==> src/rtl/uart_core.sv <==
// uart_core: byte-wide 8N1 UART. It has one transmitter and one receiver.
// Each half has its own baud counter, restarted at the start of its frame.
//
// Ports:
//   CLK        system clock; all logic runs on the rising edge
//   RST        asynchronous, active-high reset
//   TX_CONTROL bit0 SEND (rising edge starts a frame)
//   TX_DATA    byte to send, latched when the frame starts
//   TX_STATUS  bit0 BUSY, bit1 DONE
//   TX         serial output, idles high
//   RX         serial input, asynchronous to CLK
//   RX_CONTROL bit0 ENABLE, bit1 ACK (rising edge clears the flags)
//   RX_STATUS  bit0 READY, bit1 BUSY, bit2 FRAME_ERR, bit3 OVERRUN
//   RX_DATA    last byte received

module uart_core #(
  parameter int CLK_FREQ = 50000000,
  parameter int BAUD     = 9600
) (
  input  logic       CLK,
  input  logic       RST,
  input  logic [7:0] TX_CONTROL,
  input  logic [7:0] TX_DATA,
  output logic [7:0] TX_STATUS,
  output logic       TX,
  input  logic       RX,
  input  logic [7:0] RX_CONTROL,
  output logic [7:0] RX_STATUS,
  output logic [7:0] RX_DATA
);

  localparam int DIV = CLK_FREQ / BAUD;
  localparam int CW  = $clog2(DIV);

  localparam logic [CW-1:0] C_LAST = CW'(DIV - 1);
  localparam logic [CW-1:0] C_HALF = CW'(DIV / 2 - 1);

  generate
    if (DIV < 4) begin : g_div_chk
      $error("uart_core: CLK_FREQ/BAUD must be >= 4");
    end
  endgenerate

  logic w_unused;
  assign w_unused = ^{TX_CONTROL[7:1], RX_CONTROL[7:2]};

  // ------------------------------------------------------------------
  // Transmitter
  // ------------------------------------------------------------------
  typedef enum logic [1:0] {
    T_IDLE,
    T_START,
    T_DATA,
    T_STOP
  } tx_state_t;

  tx_state_t       r_tx_state, w_tx_state_n;
  logic [CW-1:0]   r_tx_cnt, w_tx_cnt_n;
  logic [2:0]      r_tx_bit, w_tx_bit_n;
  logic [7:0]      r_tx_shift, w_tx_shift_n;
  logic            r_tx, w_tx_n;
  logic            r_tx_busy, w_tx_busy_n;
  logic            r_tx_done, w_tx_done_n;
  logic            r_send_q;
  logic            w_send_edge;
  logic            w_tx_wrap;

  assign w_send_edge = TX_CONTROL[0] & ~r_send_q;
  assign w_tx_wrap   = (r_tx_cnt == C_LAST);

  always_ff @(posedge CLK or posedge RST) begin
    if (RST) begin
      r_tx_state <= T_IDLE;
      r_tx_cnt   <= '0;
      r_tx_bit   <= '0;
      r_tx_shift <= '0;
      r_tx       <= 1'b1;
      r_tx_busy  <= 1'b0;
      r_tx_done  <= 1'b0;
      r_send_q   <= 1'b0;
    end else begin
      r_tx_state <= w_tx_state_n;
      r_tx_cnt   <= w_tx_cnt_n;
      r_tx_bit   <= w_tx_bit_n;
      r_tx_shift <= w_tx_shift_n;
      r_tx       <= w_tx_n;
      r_tx_busy  <= w_tx_busy_n;
      r_tx_done  <= w_tx_done_n;
      r_send_q   <= TX_CONTROL[0];
    end
  end

  always_comb begin
    w_tx_state_n = r_tx_state;
    w_tx_cnt_n   = r_tx_cnt;
    w_tx_bit_n   = r_tx_bit;
    w_tx_shift_n = r_tx_shift;
    w_tx_n       = r_tx;
    w_tx_busy_n  = r_tx_busy;
    w_tx_done_n  = r_tx_done;
    unique case (r_tx_state)
      T_IDLE: begin
        if (w_send_edge) begin
          w_tx_state_n = T_START;
          w_tx_cnt_n   = '0;
          w_tx_shift_n = TX_DATA;
          w_tx_n       = 1'b0;
          w_tx_busy_n  = 1'b1;
          w_tx_done_n  = 1'b0;
        end
      end
      T_START: begin
        if (w_tx_wrap) begin
          w_tx_state_n = T_DATA;
          w_tx_cnt_n   = '0;
          w_tx_bit_n   = '0;
          w_tx_n       = r_tx_shift[0];
        end else begin
          w_tx_cnt_n = r_tx_cnt + 1'b1;
        end
      end
      T_DATA: begin
        if (w_tx_wrap) begin
          w_tx_cnt_n = '0;
          if (r_tx_bit == 3'd7) begin
            w_tx_state_n = T_STOP;
            w_tx_n       = 1'b1;
          end else begin
            // Shift first so bit[0] always holds the bit on the line.
            w_tx_bit_n   = r_tx_bit + 3'd1;
            w_tx_shift_n = {1'b0, r_tx_shift[7:1]};
            w_tx_n       = r_tx_shift[1];
          end
        end else begin
          w_tx_cnt_n = r_tx_cnt + 1'b1;
        end
      end
      T_STOP: begin
        if (w_tx_wrap) begin
          w_tx_state_n = T_IDLE;
          w_tx_cnt_n   = '0;
          w_tx_busy_n  = 1'b0;
          w_tx_done_n  = 1'b1;
        end else begin
          w_tx_cnt_n = r_tx_cnt + 1'b1;
        end
      end
      default: begin
        w_tx_state_n = T_IDLE;
      end
    endcase
  end

  assign TX        = r_tx;
  assign TX_STATUS = {6'b0, r_tx_done, r_tx_busy};

  // ------------------------------------------------------------------
  // Receiver
  // ------------------------------------------------------------------
  typedef enum logic [2:0] {
    R_IDLE,
    R_START,
    R_DATA,
    R_STOP,
    R_WAIT
  } rx_state_t;

  rx_state_t       r_rx_state, w_rx_state_n;
  logic [CW-1:0]   r_rx_cnt, w_rx_cnt_n;
  logic [2:0]      r_rx_bit, w_rx_bit_n;
  logic [7:0]      r_rx_shift, w_rx_shift_n;
  logic [7:0]      r_rx_data, w_rx_data_n;
  logic            r_rx_ready, w_rx_ready_n;
  logic            r_rx_busy, w_rx_busy_n;
  logic            r_rx_ferr, w_rx_ferr_n;
  logic            r_rx_ovr, w_rx_ovr_n;
  logic            r_rx_s1, r_rx_s2, r_rx_prev;
  logic            r_ack_q;
  logic            w_fall;
  logic            w_ack_edge;
  logic            w_rx_wrap;

  assign w_fall     = r_rx_prev & ~r_rx_s2;
  assign w_ack_edge = RX_CONTROL[1] & ~r_ack_q;
  assign w_rx_wrap  = (r_rx_cnt == C_LAST);

  // Synchroniser resets high so the idle line does not look like a start.
  always_ff @(posedge CLK or posedge RST) begin
    if (RST) begin
      r_rx_s1   <= 1'b1;
      r_rx_s2   <= 1'b1;
      r_rx_prev <= 1'b1;
      r_ack_q   <= 1'b0;
    end else begin
      r_rx_s1   <= RX;
      r_rx_s2   <= r_rx_s1;
      r_rx_prev <= r_rx_s2;
      r_ack_q   <= RX_CONTROL[1];
    end
  end

  always_ff @(posedge CLK or posedge RST) begin
    if (RST) begin
      r_rx_state <= R_IDLE;
      r_rx_cnt   <= '0;
      r_rx_bit   <= '0;
      r_rx_shift <= '0;
      r_rx_data  <= '0;
      r_rx_ready <= 1'b0;
      r_rx_busy  <= 1'b0;
      r_rx_ferr  <= 1'b0;
      r_rx_ovr   <= 1'b0;
    end else begin
      r_rx_state <= w_rx_state_n;
      r_rx_cnt   <= w_rx_cnt_n;
      r_rx_bit   <= w_rx_bit_n;
      r_rx_shift <= w_rx_shift_n;
      r_rx_data  <= w_rx_data_n;
      r_rx_ready <= w_rx_ready_n;
      r_rx_busy  <= w_rx_busy_n;
      r_rx_ferr  <= w_rx_ferr_n;
      r_rx_ovr   <= w_rx_ovr_n;
    end
  end

  always_comb begin
    w_rx_state_n = r_rx_state;
    w_rx_cnt_n   = r_rx_cnt;
    w_rx_bit_n   = r_rx_bit;
    w_rx_shift_n = r_rx_shift;
    w_rx_data_n  = r_rx_data;
    w_rx_ready_n = r_rx_ready;
    w_rx_busy_n  = r_rx_busy;
    w_rx_ferr_n  = r_rx_ferr;
    w_rx_ovr_n   = r_rx_ovr;
    // ACK is applied first so a byte completing in the same cycle wins.
    if (w_ack_edge) begin
      w_rx_ready_n = 1'b0;
      w_rx_ovr_n   = 1'b0;
      w_rx_ferr_n  = 1'b0;
    end
    unique case (r_rx_state)
      R_IDLE: begin
        if (RX_CONTROL[0] && w_fall) begin
          w_rx_state_n = R_START;
          w_rx_cnt_n   = '0;
          w_rx_busy_n  = 1'b1;
        end
      end
      R_START: begin
        if (r_rx_cnt == C_HALF) begin
          w_rx_cnt_n = '0;
          w_rx_bit_n = '0;
          if (r_rx_s2) begin
            w_rx_state_n = R_IDLE;
            w_rx_busy_n  = 1'b0;
          end else begin
            w_rx_state_n = R_DATA;
          end
        end else begin
          w_rx_cnt_n = r_rx_cnt + 1'b1;
        end
      end
      R_DATA: begin
        if (w_rx_wrap) begin
          w_rx_cnt_n   = '0;
          w_rx_shift_n = {r_rx_s2, r_rx_shift[7:1]};
          if (r_rx_bit == 3'd7) begin
            w_rx_state_n = R_STOP;
          end else begin
            w_rx_bit_n = r_rx_bit + 3'd1;
          end
        end else begin
          w_rx_cnt_n = r_rx_cnt + 1'b1;
        end
      end
      R_STOP: begin
        if (w_rx_wrap) begin
          w_rx_cnt_n   = '0;
          w_rx_data_n  = r_rx_shift;
          w_rx_ready_n = 1'b1;
          w_rx_ovr_n   = w_rx_ovr_n | r_rx_ready;
          w_rx_ferr_n  = ~r_rx_s2;
          if (r_rx_s2) begin
            w_rx_state_n = R_IDLE;
            w_rx_busy_n  = 1'b0;
          end else begin
            w_rx_state_n = R_WAIT;
          end
        end else begin
          w_rx_cnt_n = r_rx_cnt + 1'b1;
        end
      end
      R_WAIT: begin
        // A broken frame leaves the line low; wait for it to rise
        // so the tail is not taken as a new start bit.
        if (r_rx_s2) begin
          w_rx_state_n = R_IDLE;
          w_rx_busy_n  = 1'b0;
        end
      end
      default: begin
        w_rx_state_n = R_IDLE;
      end
    endcase
  end

  assign RX_DATA   = r_rx_data;
  assign RX_STATUS = {4'b0, r_rx_ovr, r_rx_ferr, r_rx_busy, r_rx_ready};

endmodule

==> config.mk <==
export PLATFORM = sky130hd
export DESIGN_NAME = uart_core
export DESIGN_NICKNAME = d
export VERILOG_FILES = /design/src/rtl/uart_core.sv
export SDC_FILE = /design/constraint.sdc
export NUM_CORES = 1
export LEC_CHECK = 0
export CAP_MARGIN = 20
export CORE_MARGIN = 2
export CORE_UTILIZATION = 30
export DETAILED_ROUTE_END_ITERATION = 7
export PLACE_DENSITY_LB_ADDON = 0.3
export SLEW_MARGIN = 25
export SYNTH_ARGS = -nofsm -noshare
export SYNTH_HDL_FRONTEND = slang
export SYNTH_SLANG_ARGS = --single-unit
==> constraint.sdc <==
create_clock -name CLK -period 5.84 [get_ports CLK]
set_input_delay 1.168 -clock CLK [delete_from_list [all_inputs] [get_ports CLK]]
set_output_delay 1.168 -clock CLK [all_outputs]
set_load 0.01 [all_outputs]
; ---- Yosys cells after proc, flatten, opt, wreduce, memory -nomap -nowiden
; Index checks and enable logic that the tools add are counted.
[classes]
addsub = 4
eq_ne = 25
mux = 58
bitwise_logic = 7
reduce_logical = 23
[op_table]
columns = cell, n
row1 = $mux W13, 5
row2 = $mux W3, 13
row3 = $pmux W13 S3, 1
row4 = $add A13 B1 Y13 const B, 2
row5 = $eq A13 B13 Y1 const B, 2
row6 = $ne A2 B2 Y1 const B, 13
row7 = $pmux W13 S2, 1
row8 = $mux W8, 3
row9 = $mux W1, 20
row10 = $reduce_and A4 Y1, 5
row11 = $pmux W8 S2, 1
row12 = $pmux W3 S5, 1
row13 = $eq A13 B12 Y1 const B, 1
row14 = $mux W2, 6
row15 = $pmux W3 S2, 2
row16 = $eq A3 B3 Y1 const B, 3
row17 = $pmux W2 S4, 1
row18 = $reduce_bool A2 Y1, 4
row19 = $add A3 B1 Y3 const B, 2
row20 = $eq A3 B2 Y1 const B, 2
row21 = $reduce_and A2 Y1, 3
row22 = $reduce_and A6 Y1, 1
row23 = $reduce_bool A3 Y1, 2
row24 = $reduce_and A5 Y1, 1
row25 = 16 further kinds, 22
[totals]
register_bits = 73
input_bits = 27
output_inout_bits = 25
wordCells = 138

; ---- Longest topological paths before layout
[logic_depth]
ltp_word = 6
mapped_depth = 8
ltp_nobuf = 7

; ---- Worst setup path after synthesis
; Ideal clock, no wire load.
[synth_path]
kind = input -> register
from = input port TX_CONTROL[0]
to = register r_tx_state[1]
setup_ps = 125
arrival_time_ps = 2144
required_time_ps = 5715
setup_slack_ps = 3571
stages = 5
n_path_buf = 0
cell_sequence = inv_1 o21ai_1 o21ai_1 nor2_1 mux2_2
[synth_between]
elab_chain_len = 3
[synth_lines]
columns = element, line_no
row1 = from (decl), 22  ; input logic [7:0] TX_CONTROL,
row2 = $and A1 B1 Y1, 68  ; assign w_send_edge = TX_CONTROL[0] & ~r_send_q;
row3 = $ne A2 B2 Y1 (no line), --
row4 = $reduce_and A5 Y1 (no line), --
row5 = to (signal assigned), 82  ; r_tx_state <= w_tx_state_n;
row6 = to (decl), 57  ; tx_state_t r_tx_state, w_tx_state_n;
; Every way passes these cells.
; A chain may end at the register's enable or synchronous reset.

; ---- Worst setup path in the final report
[layout_path]
from = input port TX_CONTROL[0]
to = register r_tx_shift[1]
[layout_between]
elab_chain_len = 3
[layout_lines]
columns = element, line_no
row1 = $and A1 B1 Y1, 68
row2 = $ne A2 B2 Y1 (no line), --
row3 = $reduce_and A4 Y1 (no line), --
row4 = to (signal assigned), 85  ; r_tx_shift <= w_tx_shift_n;
row5 = to (decl), 60  ; logic [7:0] r_tx_shift, w_tx_shift_n;
; Every way passes these cells.

==> qor.csv <==
stage;metric;value;unit
synth;Ys Warns;0;
clock_tree;setup bufs post-CTS;0;
critical_path;crit path DAT;2.94;ns
final_layout;fin cells;558;
sta;# setup viols final;0;
sta;maximum operating frequency;367;MHz
synth;post-synthesis cell count;365;
grt;aggregate global-route resource usage;11.8;%
sta;RSZ-0062 raised after global routing;false;
placement;DP HPWL;4930;um
final_layout;Fillers;1230;
drt;ANT nets after route;0;
critical_path;critical path peak fanout;9;
critical_path;WP data required;6.05;ns
synth;Post-synth top flop;dfrtp_1;
synth;Commonest cells post-synth;69 x dfrtp_1, 41 x nand2_1, 26 x o21ai_0;
sta;Worst Tran Pin Value;0.883;ns
sta;Slew Limit Fails;0;
placement;Inst Count DP;542;
clock_tree;Clock H-tree levels;3;
final_layout;layout net count;423;
die;die area;13500;um^2
die;Initial Utilization;31.1;%
synth;area leader, netlist;dfrtp_1;
clock_tree;clk root buf;clkbuf_16;
drt;via/cell ratio;4.90;
die;Die X;116;um
drt;residual DRC count;0;
grt;grt total ovfl;0;
drt;wire per inst;13.0;um
synth;Distinct cells, synth;50;
drt;Starting DRT DRC Count;101;
synth;post-synthesis average cell area;10.3;um^2
clock_tree;Post-CTS Resized;0;
grt;first-pass GRT wire length;12500;um
worst_hold_path;worst hold path type;reg2reg;
clock_tree;Clk pin slew, worst setup/hold paths;0.05;ns
sta;Worst slew margin;41.0;%
status;status;completed;
final_layout;antenna diode count;0;
clock_tree;hold_buf cts;0;
die;row count;40;
clock_tree;cts bufs inserted;9;
critical_path;crit-path max cell delay;0.48;ns
synth;Seq/Total Area, Yosys;48.7;%
sta;Fin. Hold Viols;0;
drt;Total Routed Length;7250;um
grt;initial antenna violation count;0;
synth;count leader, synth;dfrtp_1;
clock_tree;Clk Latency, worst-skew pair;0.33;ns
sta;Setup TNS Final;0;ns
synth;Area contributors post-synth;dfrtp_1 46%, mux2_2 5.4%, nand2_1 4.1%;
critical_path;crit path launch type;primary input;
sta;Fin Hold WS;0.357;ns
critical_path;CP max stage cell;o21ai_1;
synth;Async SR Flop Fraction;100;%
synth;Yosys top cell area share;45.9;%
final_layout;Area Overhead vs Synth;17.2;%
synth;EDFF count, synth;0;
pwr;peak supply drop;0.223;mV
synth;synthesized area;3760;um^2
drt;vias;2734;
placement;RD Place Congestion;0.789;
critical_path;worst-path cell chain;clkdlybuf4s50_1 -> inv_1 -> o21ai_1 -> nand3_1 -> o221a_2;
clock_tree;Sinks on Clock Net;73;
synth;FF+latch count, synth;73;
final_layout;share of cells above drive strength 1;14.6;%
clock_tree;Clock Tree Buf Depth;2;
placement;port bufs;28;
pwr;pwr/cell area;387;nW/um^2
drt;Pre-antenna DRT Iters;4;
critical_path;crit end category;register;
grt;largest net degree at the start of global routing;42;
job;Max-Cap Viols;0;
pwr;Lkg Pwr;1.89;nW
die;core area;12100;um^2
critical_path;Critical Setup Path Class;in2reg;
die;Die Y;116;um
sta;fin crit share;46.7;%
grt;vias in the first global route;2615;
final_layout;Final Util;36.4;%
clock_tree;CTS tree;done;
sta;Tmin final;2.73;ns
sta;Layout Skew;0.00727;ns
die;Ports;52;
## area by class of cell
type                       count  area, um^2  share of cell area [%]
tap                          168         210                    4.77
multi-input combinational    259        1740                    39.5
inverter                      11        41.3                   0.936
timing repair buffer          31         303                    6.87
sequential                    73        1830                    41.5
clock buffer                  11         253                    5.73
clock inverter                 5        30.0                   0.681
## metal layers
layer | up-vias | GRT usage [%] | share of wire [%]
met5 | - | 0 | 0
met4 | 0 | 3.73 | 1.7
li1 | 1336 | - | -
met1 | 1352 | 14.6 | 46
met3 | 8 | 4.18 | 3.6
met2 | 38 | 19.3 | 48
## metrics by stage
stage	power (mW)	setup slack, ns	area [um^2]
floorplan	1.09	2.83	3800
global placement	1.19	2.83	4130
detailed placement	1.20	2.83	4130
CTS	1.73	3.17	4410
global route	1.83	3.00	4410
finish	1.71	3.11	4410
## path summary, 6_finish.rpt
kind,from,endpoint,slack [ns],depth (start not counted)
max in group asynchronous,RST,r_rx_s2,3.50,3
min in group asynchronous,RST,r_rx_cnt[6],1.37,2
setup reg to reg,r_rx_cnt[0],RX_DATA[4],3.26,5
hold / removal,r_rx_s1,r_rx_s2,0.36,0
hold reg to reg,r_rx_s1,r_rx_s2,0.36,0
setup / recovery,TX_CONTROL[0],r_tx_shift[1],3.11,5
## sequential cells by signal, summed over array words and instances, names as in the netlist, 2 cells and up
signal and count:
r_rx_state 3, r_rx_shift 8, r_rx_cnt 13, r_tx_cnt 13
r_tx_shift 8, r_rx_bit 3, r_tx_bit 3, r_tx_state 2
RX_DATA 8
## worst max-delay path: cells and delay by family
family	cells	cell delay [ns]
AOI/OAI and AO/OA	2	0.84
buffers and inverters	2	0.52
and+or+nand+nor	1	0.41
## cell families (layout without fill, tap and decap cells)
logic type      count (synthesis)  after routing  synth area share (%)
compound gates                 80             80                  14.8
mux                            20             20                  5.92
xor+xnor                        4              4                 0.931
simple gates                  134            134                  19.9
fa+ha+maj                      11             11                  3.66
other cells                     1             10                0.0997
buf+inv                        42             58                  5.95
flops                          73             73                  48.7
## cell usage in the layout (no fill, tap or decap), types with 3 or more instances in the layout
| cell type | netlist | layout |
|---|---|---|
| and4_1 | 5 | 5 |
| ha_1 | 11 | 11 |
| nand2_1 | 41 | 41 |
| inv_1 | 11 | 10 |
| a21o_1 | 6 | 6 |
| clkbuf_16 | 0 | 9 |
| nor4_2 | 3 | 3 |
| dfrtp_1 | 69 | 69 |
| a22o_1 | 11 | 11 |
| nand2b_1 | 7 | 7 |
| o21ai_0 | 26 | 26 |
| mux2_2 | 18 | 18 |
| and3_1 | 4 | 4 |
| nand3_1 | 11 | 11 |
| a21oi_1 | 12 | 12 |
| nor2b_1 | 4 | 4 |
| nand3b_1 | 7 | 7 |
| nand4_1 | 6 | 6 |
| nor3_1 | 6 | 6 |
| buf_4 | 16 | 3 |
| dfstp_2 | 4 | 4 |
| o221a_2 | 7 | 7 |
| a31oi_1 | 5 | 5 |
| conb_1 | 1 | 10 |
| o21ai_1 | 3 | 3 |
| clkdlybuf4s50_1 | 0 | 28 |
| nor2_1 | 17 | 17 |
| or3_1 | 8 | 8 |
| and2_1 | 5 | 5 |
| clkinv_2 | 0 | 3 |
## where the power goes
part	leakage (nW)	total, mW	switching, mW	internal, mW
Combinational	0.805	0.493	0.273	0.219
Sequential	0.950	0.697	0.0976	0.599
Clock	0.137	0.517	0.209	0.308
Total	1.89	1.71	0.580	1.13
(Power assumes the default switching activity.)
